`config.mk`:
```
export PLATFORM = sky130hd
export DESIGN_NAME = ultrasonic_ranger
export DESIGN_NICKNAME = d
export VERILOG_FILES = /design/src/rtl/ultrasonic_ranger.sv
export SDC_FILE = /design/constraint.sdc
export NUM_CORES = 1
export LEC_CHECK = 0
export BUFFER_PORTS_ARGS = -buffer_cell sky130_fd_sc_hd__buf_2
export CAP_MARGIN = 40
export CELL_PAD_IN_SITES_DETAIL_PLACEMENT = 1
export CELL_PAD_IN_SITES_GLOBAL_PLACEMENT = 1
export CORE_MARGIN = 4
export CORE_UTILIZATION = 41
export DETAILED_ROUTE_END_ITERATION = 8
export GPL_TIMING_DRIVEN = 0
export HOLD_SLACK_MARGIN = 0.03
export PLACE_DENSITY = 0.77
export SYNTH_ARGS = -nofsm -noshare
export SYNTH_HDL_FRONTEND = slang
export SYNTH_SLANG_ARGS = --single-unit
```
`constraint.sdc`:
```
create_clock -name fpgaclk -period 2.85 [get_ports fpgaclk]
set_clock_uncertainty 0.05 [all_clocks]
set_input_delay 0 -clock fpgaclk [delete_from_list [all_inputs] [get_ports fpgaclk]]
set_output_delay 0 -clock fpgaclk [all_outputs]
set_load 0.03 [all_outputs]
```
`src/rtl/ultrasonic_ranger.sv`:
```
// Round-robin multi-channel ultrasonic ranger: fires one sensor at a time, times the echo pulse,
// and keeps a per-channel near-obstacle flag with hysteresis.
module ultrasonic_ranger #(
  parameter int unsigned CHANNELS       = 2,
  parameter int unsigned WIDTH          = 22,
  parameter int unsigned TRIG_CYCLES    = 500,
  parameter int unsigned TIMEOUT_CYCLES = 1900000,
  parameter int unsigned NEAR_THRESH    = 55000,
  parameter int unsigned HYST           = 2000,
  parameter int unsigned GAP_CYCLES     = 3000000
) (
  input  logic                fpgaclk,
  input  logic                reset_n,
  input  logic                enable,
  input  logic [CHANNELS-1:0] echo,
  output logic [CHANNELS-1:0] trigger,
  output logic [CHANNELS-1:0] obstacle,
  output logic [WIDTH-1:0]    width_out,
  output logic [2:0]          width_ch,
  output logic                width_valid,
  output logic                timeout_err
);

  localparam int unsigned ChW  = (CHANNELS > 1) ? $clog2(CHANNELS) : 1;
  // One counter serves trigger, echo and gap timing, so it must hold the longest interval.
  localparam int unsigned CntW = (WIDTH > 32) ? WIDTH : 32;

  localparam logic [CntW-1:0]  TrigLast   = CntW'(TRIG_CYCLES - 1);
  localparam logic [CntW-1:0]  TimeoutCnt = CntW'(TIMEOUT_CYCLES);
  localparam logic [CntW-1:0]  GapLast    = CntW'(GAP_CYCLES - 1);
  localparam logic [WIDTH-1:0] TimeoutW   = WIDTH'(TIMEOUT_CYCLES);
  localparam logic [WIDTH-1:0] NearW      = WIDTH'(NEAR_THRESH);
  localparam logic [WIDTH-1:0] ReleaseW   = WIDTH'(NEAR_THRESH + HYST);
  localparam logic [ChW-1:0]   ChLast     = ChW'(CHANNELS - 1);

  typedef enum logic [2:0] {StIdle, StTrig, StWaitRise, StMeasure, StGap} state_e;

  state_e              state_q, state_d;
  logic [CntW-1:0]     cnt_q, cnt_d, cnt_inc;
  logic [ChW-1:0]      ch_q, ch_d;
  logic [CHANNELS-1:0] echo_s1_q, echo_s2_q;
  logic [CHANNELS-1:0] trigger_q, trigger_d;
  logic [CHANNELS-1:0] obstacle_q, obstacle_d;
  logic [WIDTH-1:0]    width_q, width_d;
  logic [2:0]          width_ch_q, width_ch_d;
  logic                valid_q, valid_d;
  logic                terr_q, terr_d;
  logic                echo_cur, meas_done, meas_to;

  assign cnt_inc  = cnt_q + CntW'(1);
  assign echo_cur = echo_s2_q[ch_q];

  always_comb begin
    state_d    = state_q;
    cnt_d      = cnt_q;
    ch_d       = ch_q;
    obstacle_d = obstacle_q;
    width_d    = width_q;
    width_ch_d = width_ch_q;
    valid_d    = 1'b0;
    terr_d     = 1'b0;
    meas_done  = 1'b0;
    meas_to    = 1'b0;

    unique case (state_q)
      StIdle: begin
        if (enable) begin
          state_d = StTrig;
          cnt_d   = '0;
        end
      end
      StTrig: begin
        if (cnt_q == TrigLast) begin
          state_d = StWaitRise;
          cnt_d   = '0;
        end else begin
          cnt_d = cnt_inc;
        end
      end
      StWaitRise: begin
        if (echo_cur) begin
          state_d = StMeasure;
          cnt_d   = CntW'(1);
        end else if (cnt_inc == TimeoutCnt) begin
          meas_done = 1'b1;
          meas_to   = 1'b1;
        end else begin
          cnt_d = cnt_inc;
        end
      end
      StMeasure: begin
        if (!echo_cur) begin
          meas_done = 1'b1;
        end else if (cnt_q == TimeoutCnt) begin
          meas_done = 1'b1;
          meas_to   = 1'b1;
        end else begin
          cnt_d = cnt_inc;
        end
      end
      StGap: begin
        if (cnt_q == GapLast) begin
          state_d = StIdle;
          ch_d    = (ch_q == ChLast) ? '0 : ch_q + ChW'(1);
        end else begin
          cnt_d = cnt_inc;
        end
      end
      default: state_d = StIdle;
    endcase

    // Result publication happens on the transition into the gap.
    if (meas_done) begin
      state_d    = StGap;
      cnt_d      = '0;
      valid_d    = 1'b1;
      terr_d     = meas_to;
      width_d    = meas_to ? TimeoutW : WIDTH'(cnt_q);
      width_ch_d = 3'(ch_q);
      if (meas_to) begin
        obstacle_d[ch_q] = 1'b0;
      end else if (width_d < NearW) begin
        obstacle_d[ch_q] = 1'b1;
      end else if (width_d >= ReleaseW) begin
        obstacle_d[ch_q] = 1'b0;
      end
    end

    trigger_d = (state_d == StTrig) ? (CHANNELS'(1) << ch_q) : '0;
  end

  always_ff @(posedge fpgaclk or negedge reset_n) begin
    if (!reset_n) begin
      state_q    <= StIdle;
      cnt_q      <= '0;
      ch_q       <= '0;
      echo_s1_q  <= '0;
      echo_s2_q  <= '0;
      trigger_q  <= '0;
      obstacle_q <= '0;
      width_q    <= '0;
      width_ch_q <= '0;
      valid_q    <= 1'b0;
      terr_q     <= 1'b0;
    end else begin
      state_q    <= state_d;
      cnt_q      <= cnt_d;
      ch_q       <= ch_d;
      echo_s1_q  <= echo;
      echo_s2_q  <= echo_s1_q;
      trigger_q  <= trigger_d;
      obstacle_q <= obstacle_d;
      width_q    <= width_d;
      width_ch_q <= width_ch_d;
      valid_q    <= valid_d;
      terr_q     <= terr_d;
    end
  end

  assign trigger     = trigger_q;
  assign obstacle    = obstacle_q;
  assign width_out   = width_q;
  assign width_ch    = width_ch_q;
  assign width_valid = valid_q;
  assign timeout_err = terr_q;

endmodule

```
==> results of run 1 <==
layout make-up:
cell class,instances,area (um^2)
clock buffers,9,123.9
multi-input cells,368,2895
repair buffers,97,814.5
fillers,1180,4084
well taps,136,170.2
inverters,20,75.07
flip-flops and latches,69,1734
clock inverters,7,53.80
plain buffers,34,326.6
synthesized netlist by cell type (5+ instances only):
master | n | area (um^2)
and2_1 | 8 | 50.05
buf_4 | 6 | 45.04
buf_2 | 14 | 70.07
nor2_1 | 43 | 161.4
inv_1 | 20 | 75.07
nor3_1 | 13 | 65.06
o22a_1 | 9 | 78.83
nor4_1 | 17 | 106.4
mux2i_1 | 7 | 70.07
nand3b_1 | 5 | 37.54
a21oi_1 | 39 | 195.2
or3_1 | 9 | 56.30
and3_1 | 10 | 62.56
nand2_1 | 33 | 123.9
nand4_1 | 16 | 100.1
dfrtp_1 | 69 | 1727
nor2b_1 | 6 | 37.54
nand3_1 | 20 | 100.1
a31oi_1 | 5 | 31.28
and4_1 | 8 | 70.07
o22ai_1 | 11 | 68.82
clkbuf_1 | 17 | 63.81
o21ai_0 | 36 | 180.2
repair_timing:
action	in CTS	in global routing
setup buffers	22	28
hold buffers	3	0
endpoints found under the hold margin	71	0
pin swaps	12	28
endpoints found under the setup margin	62	59
resized for setup	77	113
gates cloned	1	9
through the flow:
stage | area [um^2] | utilization
5_1_grt | 6193 | 0.6026
2_1_floorplan | 4300 | -
3_3_place_gp | 4636 | 0.4511
4_1_cts | 5383 | 0.5237
3_5_place_dp | 4658 | 0.4533
6_report | 6193 | 0.6026
routing by layer:
metal	GRT usage	wire length, um	up-vias
met5	0	0	-
met4	0.1302	1407	0
met3	0.05999	1755	108
met2	0.4389	9351	354
met1	0.3738	7841	2498
li1	-	-	2039
sequential cells by signal (all words and copies together), names as in the netlist, named ones only:
signal / cells
ch_q: 1
cnt_q: 32
echo_s1_q: 2
echo_s2_q: 2
state_q: 3
timeout_err: 1
trigger: 2
width_ch: 1
width_out: 22
width_valid: 1
worst max-delay path: cells and delay by family, from the launching register on:
kind                   cells  cell delay [ps]
AO/OA/AOI/OAI              2              220
AND/OR/NAND/NOR            6             1570
buffers and inverters      6              840
flip-flops                 1              430
final timing paths:
kind | startpoint | endpoint | slack (ps)
worst min register to register | echo_s1_q[0] | echo_s2_q[0] | 310
min in group fpgaclk | enable | trigger[0] | 180
worst min-delay path | reset_n | width_ch[0] | 60
max in group asynchronous | reset_n | cnt_q[7] | 2120
worst max-delay path | cnt_q[9] | cnt_q[24] | -390
worst max register to register | cnt_q[9] | cnt_q[24] | -390
power by group through the flow:
stage / registers, mW / logic, mW / clock network, mW
6_report: 0.982 / 0.0387 / 0.791
5_1_grt: 0.983 / 0.0443 / 0.830
4_1_cts: 0.982 / 0.0402 / 0.782
3_5_place_dp: 1.00 / 0.0365 / 0
3_3_place_gp: 1.00 / 0.0317 / 0
2_1_floorplan: 1.00 / 0.00805 / 0
cells by family (layout without fill, tap and decap cells):
kind of cell / after synthesis / count (layout) / share of synthesized area
adder cells (fa/ha/maj): 3 / 3 / 0.008742
XOR/XNOR: 3 / 3 / 0.006120
AND/OR/NAND/NOR: 220 / 220 / 0.2969
other: 1 / 2 / 0.0008733
AO/OA/AOI/OAI: 131 / 131 / 0.1958
buffers and inverters: 61 / 167 / 0.06789
flip-flops: 69 / 69 / 0.4021
multiplexers: 9 / 9 / 0.02156
==> flow_summary.yaml, run 1 <==
layout:
  mostFrequentLayoutCell: "dfrtp_1"
  synthToLayoutAreaGrowth_pct: 44.23
  diodes: 0
  fin_cells: 740
  final_cell_mix: "dfrtp_1, buf_4, buf_2, nand2_1, nor2_1"
  nets: 607
  layout-drive-gt1-share: 0.4139
drt:
  drt-initial-drc-count: 507
  vias: 4999
  detail-route-antenna-nets: 0
  drc: 0
  wl_per_cell_um: 27.51
  wl_mm: 20.36
  drt_pre_antenna_iters: 5
  viasPerCell: 6.755
synthesis:
  synth_edf_count: 0
  ys.flop_type: "dfrtp_1"
  synth.avg_cell_area_um2: 8.640
  ys.warnings.count: 0
  ys_seq_area_frac: 0.4021
  ys_ff_latch: 69
  synth_cell_types: 72
  synth-async-reset-ratio: 1.000
  syn_inst: 497
  synth_area_um2: 4294
power_and_ir_drop:
  power.switching_uw: 493.8
  totalPowerFinal_mw: 1.813
  p_clk_frac: 0.437
  combPwrFrac: 0.021
  p_sw_frac: 0.2724
  power_leakage_nw: 2.614
  power_density_nw_per_um2: 292.7
  p_int_mw: 1.319
  share_seq_of_total_power: 0.542
  peakVddDrop_mv: 0.2689
sta:
  drv_slew: 0
  finalHoldViolations: 0
  timing.hold.ws_ps: 56.80
  setup_tns_ps: -18050
  maxSlewHeadroom: 0.4859
  worstMarginPinSlew_ps: 771.2
  period_share: 1.136
  setup_viol: 61
  rsz0062_at_grt: "yes"
  max_freq_mhz: 308.8
  setup_slack_ps: -388.4
  period_needed_ps: 3238
clock_tree:
  clk_path_buf_depth: 2
  cts_max_level: 3
  cts_tree: "yes"
  numCtsBuffers: 9
  clock_latency_ps: 390
  root_buffer: "clkbuf_8"
  cts_sinks: 69
  path_clk_slew_ps: 100
status:
  violations: "setup timing"
  status: "finished, violations left"
hold_path:
  hp-class: "in2async"
critical_path:
  arrival_ps: 3440
  cpMaxStageDelayCell: "nor4_4"
  crit_type: "reg2reg"
  required_ps: 3060
  r2r_cells: 14
  max_stage_delay_ps: 440
  cp-start-kind: "flip-flop"
  cp-end-kind: "flip-flop"
  path_max_fanout: 5
  cp_cell_sequence: "buf_6 > nand4_1 > buf_4 > buf_4 > nor4_4 > and4_4 > and2_1 > o211ai_1 > nor4_4 > or2_4 > buf_6 > buf_8 > clkbuf_16 > a21oi_2"
die:
  core-area_um2: 10280
  ioPinCount: 36
  rows: 37
  die_h_um: 110.3
  die-area_um2: 12170
  dieWidth_um: 110.3
  initial_utilization: 0.4178
grt:
  grt_antenna_before_repair: 0
  first_global_vias: 4553
  grt_max_degree: 37
  grt_usage: 0.2812
  grt-ovfl-total: 0
  grt_pass1_wl_mm: 25.30
placement:
  pre_cts_slack_ps: -994.0
  routabilityCongestion: 0.9149
  place_inst: 668
  port-buffer-count: 33
  hpwl_mm: 10.95
run:
  cap_violations: 0
(Power assumes the default switching activity.)
==> run 2: changes to the inputs <==
--- a/config.mk
+++ b/config.mk
@@ -11,10 +11,12 @@
 export CELL_PAD_IN_SITES_GLOBAL_PLACEMENT = 1
 export CORE_MARGIN = 4
 export CORE_UTILIZATION = 41
+export CTS_CLUSTER_DIAMETER = 30
 export DETAILED_ROUTE_END_ITERATION = 8
 export GPL_TIMING_DRIVEN = 0
 export HOLD_SLACK_MARGIN = 0.03
 export PLACE_DENSITY = 0.77
+export RECOVER_POWER = 100
 export SYNTH_ARGS = -nofsm -noshare
 export SYNTH_HDL_FRONTEND = slang
 export SYNTH_SLANG_ARGS = --single-unit
==> run 2 against run 1 <==
  * The flow finishes with violations (capacitance limit, slew limit, setup timing)
  * Critical path depth is 3 lower
  * Utilization is 0.39 points lower
  * Flip-flop and latch count stayed put
  * First-iteration DRC count is 6.7% higher
  * Sequential power hardly changed
  * Maximum frequency is 0.33% lower
  * Power is 0.20% higher
  * Clock power is 0.5% higher
==> flow_summary.yaml, run 2 (synthesis results as in run 1) <==
critical_path:
  arrival_ps: 3420
  r2r-start: "cnt_q[9]"
  max_stage_delay_ps: 570
  startpoint: "cnt_q[9]"
  crit_type: "reg2reg"
  cp_cell_sequence: "buf_6 > nand4_1 > buf_4 > or4_4 > o31ai_4 > o211ai_1 > nor4_4 > or2_4 > buf_12 > clkbuf_16 > o22ai_2"
  path_max_fanout: 5
  cp-start-kind: "flip-flop"
  required_ps: 3020
  cpMaxStageDelayCell: "or4_4"
  cp-end-kind: "flip-flop"
clock_tree:
  clk_path_buf_depth: 2
  root_buffer: "clkbuf_8"
  cts_max_level: 3
  cts_tree: "yes"
  numCtsBuffers: 9
  clock_latency_ps: 390
  cts_sinks: 69
  path_clk_slew_ps: 100
sta:
  period_share: 1.140
  finalHoldViolations: 0
  drv_slew: 34
  setup_viol: 61
  max_freq_mhz: 307.8
  rsz0062_at_grt: "yes"
  setup_slack_ps: -399.0
  timing.hold.ws_ps: 175.1
  period_needed_ps: 3249
  worstMarginPinSlew_ps: 1957
  setup_tns_ps: -18840
  maxSlewHeadroom: -0.3048
die:
  die_h_um: 110.3
  initial_utilization: 0.4178
  core-area_um2: 10280
  die-area_um2: 12170
  rows: 37
  ioPinCount: 36
  dieWidth_um: 110.3
placement:
  port-buffer-count: 33
  routabilityCongestion: 0.9149
  hpwl_mm: 10.95
  place_area_um2: 4658
drt:
  wl_met2_mm: 9.398
  viasPerCell: 6.726
  drc: 0
  wl_per_cell_um: 27.51
  top_layer: "met4"
  drt-initial-drc-count: 541
  wl_met1_mm: 7.884
  drt_pre_antenna_iters: 5
  wl_mm: 20.36
  wl_met3_mm: 1.699
  detail-route-antenna-nets: 0
  vias: 4977
hold_path:
  min_from: "enable"
  hp-class: "in2reg"
power_and_ir_drop:
  p_int_mw: 1.318
  share_seq_of_total_power: 0.541
  power_leakage_nw: 2.486
  power.switching_uw: 497.7
  totalPowerFinal_mw: 1.816
  combPwrFrac: 0.021
  p_sw_frac: 0.2740
  peakVddDrop_mv: 0.2696
  p_clk_frac: 0.438
  power_density_nw_per_um2: 295.1
grt:
  grt_antenna_before_repair: 0
  first_global_vias: 4553
  grt_max_degree: 37
  grt_pass1_wl_mm: 25.30
  grt_usage: 0.2812
  grt-ovfl-total: 0
layout:
  final_cell_mix: "dfrtp_1, buf_4, clkbuf_1, nand2_1, nor2_1"
  nets: 607
  regMostFlops: "cnt_q"
  diodes: 0
  mostFrequentLayoutCell: "dfrtp_1"
  largest_register_ffs: 32
  layout-drive-gt1-share: 0.3642
  fin_area_um2: 6153
  synthToLayoutAreaGrowth_pct: 43.30
run:
  cap_violations: 1
status:
  violations: "capacitance limit, slew limit, setup timing"
  status: "finished, violations left"
[run 2: area by class of cell]
type | instances | area [um^2]
Multi-Input combinational cell | 368 | 2895
Inverter | 20 | 75.07
Clock buffer | 9 | 123.9
Tap cell | 136 | 170.2
Clock inverter | 7 | 53.80
Timing Repair Buffer | 97 | 774.5
Buffer | 34 | 326.6
Sequential cell | 69 | 1734
Fill cell | 1198 | 4124
[run 2: repair_timing]
item                                   4_1_cts  5_1_grt
pin swaps                                   12       28
setup buffers                               22       28
gates resized for setup                     77      113
endpoints found under the hold margin       71        0
setup endpoints to repair                   62       59
hold buffers                                 3        0
gates cloned                                 1        9
[run 2: stage by stage]
stage / util / setup slack [ps] / instances
6_report: 0.5987 / -399.0 / 740
5_1_grt: 0.5987 / -439.4 / 740
4_1_cts: 0.5237 / -13.79 / 704
3_5_place_dp: 0.4533 / -994.0 / 668
3_3_place_gp: 0.4511 / -961.5 / 667
2_1_floorplan: - / 9.989 / 498
[run 2: final timing paths]
kind / end / slack, ps / depth (start not counted)
worst min register to register: echo_s2_q[1] / 310 / 0
min in group asynchronous: trigger[0] / 650 / 2
worst min-delay path: trigger[0] / 180 / 3
worst max register to register: width_out[16] / -400 / 11
max in group asynchronous: cnt_q[2] / 840 / 2
worst max-delay path: width_out[16] / -400 / 11
[run 2: critical path, delay by kind of cell, from the launching register on]
| family | cells | cell delay (ps) |
|---|---|---|
| simple gates | 4 | 1390 |
| compound gates | 3 | 580 |
| flops | 1 | 430 |
| buf+inv | 4 | 630 |
[run 2: layer usage]
metal / global-route usage / vias to the layer above
li1: - / 2038
met1: 0.3738 / 2483
met2: 0.4389 / 348
met3: 0.05999 / 108
met4: 0.1302 / 0
met5: 0 / -
[run 2: power groups by stage]
stage | clock, mW | sequential, mW | combinational (mW)
after CTS | 0.782 | 0.982 | 0.0402
after detailed placement | 0 | 1.00 | 0.0365
after global placement | 0 | 1.00 | 0.0317
after global routing | 0.830 | 0.983 | 0.0437
final | 0.795 | 0.983 | 0.0384
after floorplan | 0 | 1.00 | 0.00805
==> run 3: changes to the inputs <==
--- a/config.mk
+++ b/config.mk
@@ -9,13 +9,15 @@
 export CAP_MARGIN = 40
 export CELL_PAD_IN_SITES_DETAIL_PLACEMENT = 1
 export CELL_PAD_IN_SITES_GLOBAL_PLACEMENT = 1
+export CORE_ASPECT_RATIO = 1.1
 export CORE_MARGIN = 4
-export CORE_UTILIZATION = 41
+export CORE_UTILIZATION = 43
+export CTS_BUF_LIST = sky130_fd_sc_hd__clkbuf_8
 export CTS_CLUSTER_DIAMETER = 30
 export DETAILED_ROUTE_END_ITERATION = 8
 export GPL_TIMING_DRIVEN = 0
 export HOLD_SLACK_MARGIN = 0.03
-export PLACE_DENSITY = 0.77
+export PLACE_DENSITY = 0.8
 export RECOVER_POWER = 100
 export SYNTH_ARGS = -nofsm -noshare
 export SYNTH_HDL_FRONTEND = slang
==> run 3 against run 2 <==
  * The run still ends with capacitance limit, slew limit, setup timing left
  * Setup slack gained 260 ps
  * Largest cell class unchanged
  * Sequential share of layout area grew 3.2 points
  * Clock power grew 7.3%
  * Highest routed layer unchanged
==> flow_summary.yaml, run 3 (synthesis results as in run 1) <==
critical_path:
  path_buf_inv: 5
  cp_cell_sequence: "clkbuf_4 > nand4_1 > buf_4 > nor4_4 > buf_4 > a31oi_1 > nand4bb_4 > nor4_4 > or2_1 > buf_6 > buf_4 > nor2_1"
  cpMaxStageDelayCell: "nor4_4"
  cp-end-kind: "flip-flop"
  regToRegSetupSlack_ps: -140
  cp_top_family: "simple AND/OR/NAND/NOR gates"
  critPathMostFrequentCell: "buf_4"
  required_ps: 3060
  path_max_fanout: 10
  r2r-start: "cnt_q[15]"
  arrival_ps: 3200
  cp-start-kind: "flip-flop"
  crit_type: "reg2reg"
  timing.rr.end: "cnt_q[20]"
  r2r_cells: 12
  max_stage_delay_ps: 400
die:
  ioPinCount: 36
  dieWidth_um: 103.3
  die_h_um: 112.8
  rows: 38
  die-area_um2: 11650
  core-area_um2: 9794
  initial_utilization: 0.4384
layout:
  layout-drive-gt1-share: 0.2596
  regMostFlops: "cnt_q"
  diodes: 0
  mostFrequentLayoutCell: "dfrtp_1"
  multi_input_area_um2: 2693
  nets: 578
  fin_area_um2: 5533
  largest_register_ffs: 32
  synthToLayoutAreaGrowth_pct: 28.85
  final_cell_mix: "dfrtp_1, nor2_1, buf_4, a21oi_1, o21ai_0"
  fillers: 1158
  register_area_um2: 1735
sta:
  setup_slack_ps: -137.0
  rsz0062_at_grt: "yes"
  max_freq_mhz: 334.8
  finalHoldViolations: 0
  period_share: 1.048
  worstMarginPinSlew_ps: 2017
  setup_tns_ps: -4473
  drv_slew: 34
  maxSlewHeadroom: -0.3449
  period_needed_ps: 2987
  timing.hold.ws_ps: 208.8
  setup_viol: 51
drt:
  vias: 4557
  drt-initial-drc-count: 508
  drt_pre_antenna_iters: 6
  wl_per_cell_um: 24.85
  detail-route-antenna-nets: 0
  drc: 0
  viasPerCell: 6.566
  wl_mm: 17.25
grt:
  grt-ovfl-total: 0
  grt_usage: 0.2932
  grt_pass1_wl_mm: 25.86
  grt_antenna_before_repair: 0
  grt_max_degree: 37
  first_global_vias: 4662
clock_tree:
  numCtsBuffers: 9
  cts_tree: "yes"
  cts_sinks: 69
  clk_path_buf_depth: 2
  clock_latency_ps: 380
  root_buffer: "clkbuf_8"
  path_clk_slew_ps: 80
  cts_max_level: 3
hold_path:
  holdPathStages: 3
  hp-class: "in2reg"
  min_delay_worst_endpoint: "trigger[0]"
  min_from: "enable"
run:
  cap_violations: 1
placement:
  port-buffer-count: 33
  place_area_um2: 4638
  pre_cts_slack_ps: -1013
  routabilityCongestion: 0.9313
  hpwl_mm: 10.85
power_and_ir_drop:
  power_density_nw_per_um2: 339.0
  power_leakage_nw: 2.275
  peakVddDrop_mv: 0.2320
status:
  status: "finished, violations left"
  violations: "capacitance limit, slew limit, setup timing"
==> run 3: changes by cell type in the layout (fill, tap and decap cells not counted), sizes merged <==
cell | before | now
bufinv | 0 | 1
buf | 81 | 54
clkinvlp | 0 | 1
clkbuf | 56 | 55
inv | 24 | 21
clkinv | 3 | 2
==> run 3: cell type report <==
cell class / instances / share of cell area
Buffer: 34 / 0.04839
Clock buffer: 10 / 0.02488
Clock inverter: 5 / 0.01085
Inverter: 20 / 0.01357
Multi-Input combinational cell: 368 / 0.4867
Sequential cell: 69 / 0.3137
Tap cell: 120 / 0.02714
Timing Repair Buffer: 68 / 0.07485
==> run 3: worst max path at each step <==
stage / cells after the start / slack [ps] / startpoint / endpoint
floorplan: 10 / 10 / cnt_q[0] / width_ch[0]
global placement: 12 / -920 / cnt_q[0] / cnt_q[31]
detailed placement: 12 / -1010 / cnt_q[0] / cnt_q[21]
CTS: 12 / -0.1 / cnt_q[1] / width_out[15]
global route: 10 / -180 / cnt_q[1] / width_ch[0]
finish: 12 / -140 / cnt_q[15] / cnt_q[20]
==> run 3: per-stage QoR <==
| step | power [mW] | util | std cells |
|---|---|---|---|
| after floorplan | 1.009 | - | 498 |
| after global placement | 1.033 | 0.4713 | 651 |
| after detailed placement | 1.038 | 0.4736 | 652 |
| after CTS | 1.881 | 0.5454 | 686 |
| after global routing | 1.934 | 0.5649 | 694 |
| final | 1.875 | 0.5649 | 694 |
==> run 3: worst register-to-register path: cells and delay by family (launching register included) <==
family,cells,cell delay (ps)
flip-flops,1,370
AO/OA/AOI/OAI,1,130
AND/OR/NAND/NOR,6,1350
buffers and inverters,5,960
==> run 3: power by group <==
group          switching [mW]  total [mW]  internal (mW)
clock                   0.427       0.853          0.426
sequential            0.00222       0.983          0.981
combinational          0.0283      0.0393         0.0110
total                   0.457        1.88           1.42
==> run 3: layer usage <==
metal  GRT usage  vias up  wire length [um]
li1            -     1978                 -
met2      0.4899      246              8429
met4      0.1459        0               978
met3     0.04932       80              1157
met1      0.3597     2253              6682
met5           0        -                 0
==> run 3: what timing repair did <==
| action | 4_1_cts | 5_1_grt |
|---|---|---|
| setup endpoints to repair | 62 | 59 |
| cloned | 1 | 0 |
| hold buffers | 3 | 0 |
| gates resized for setup | 71 | 39 |
| hold endpoints to repair | 71 | 0 |
| pin swaps | 16 | 14 |
| setup buffers | 22 | 10 |
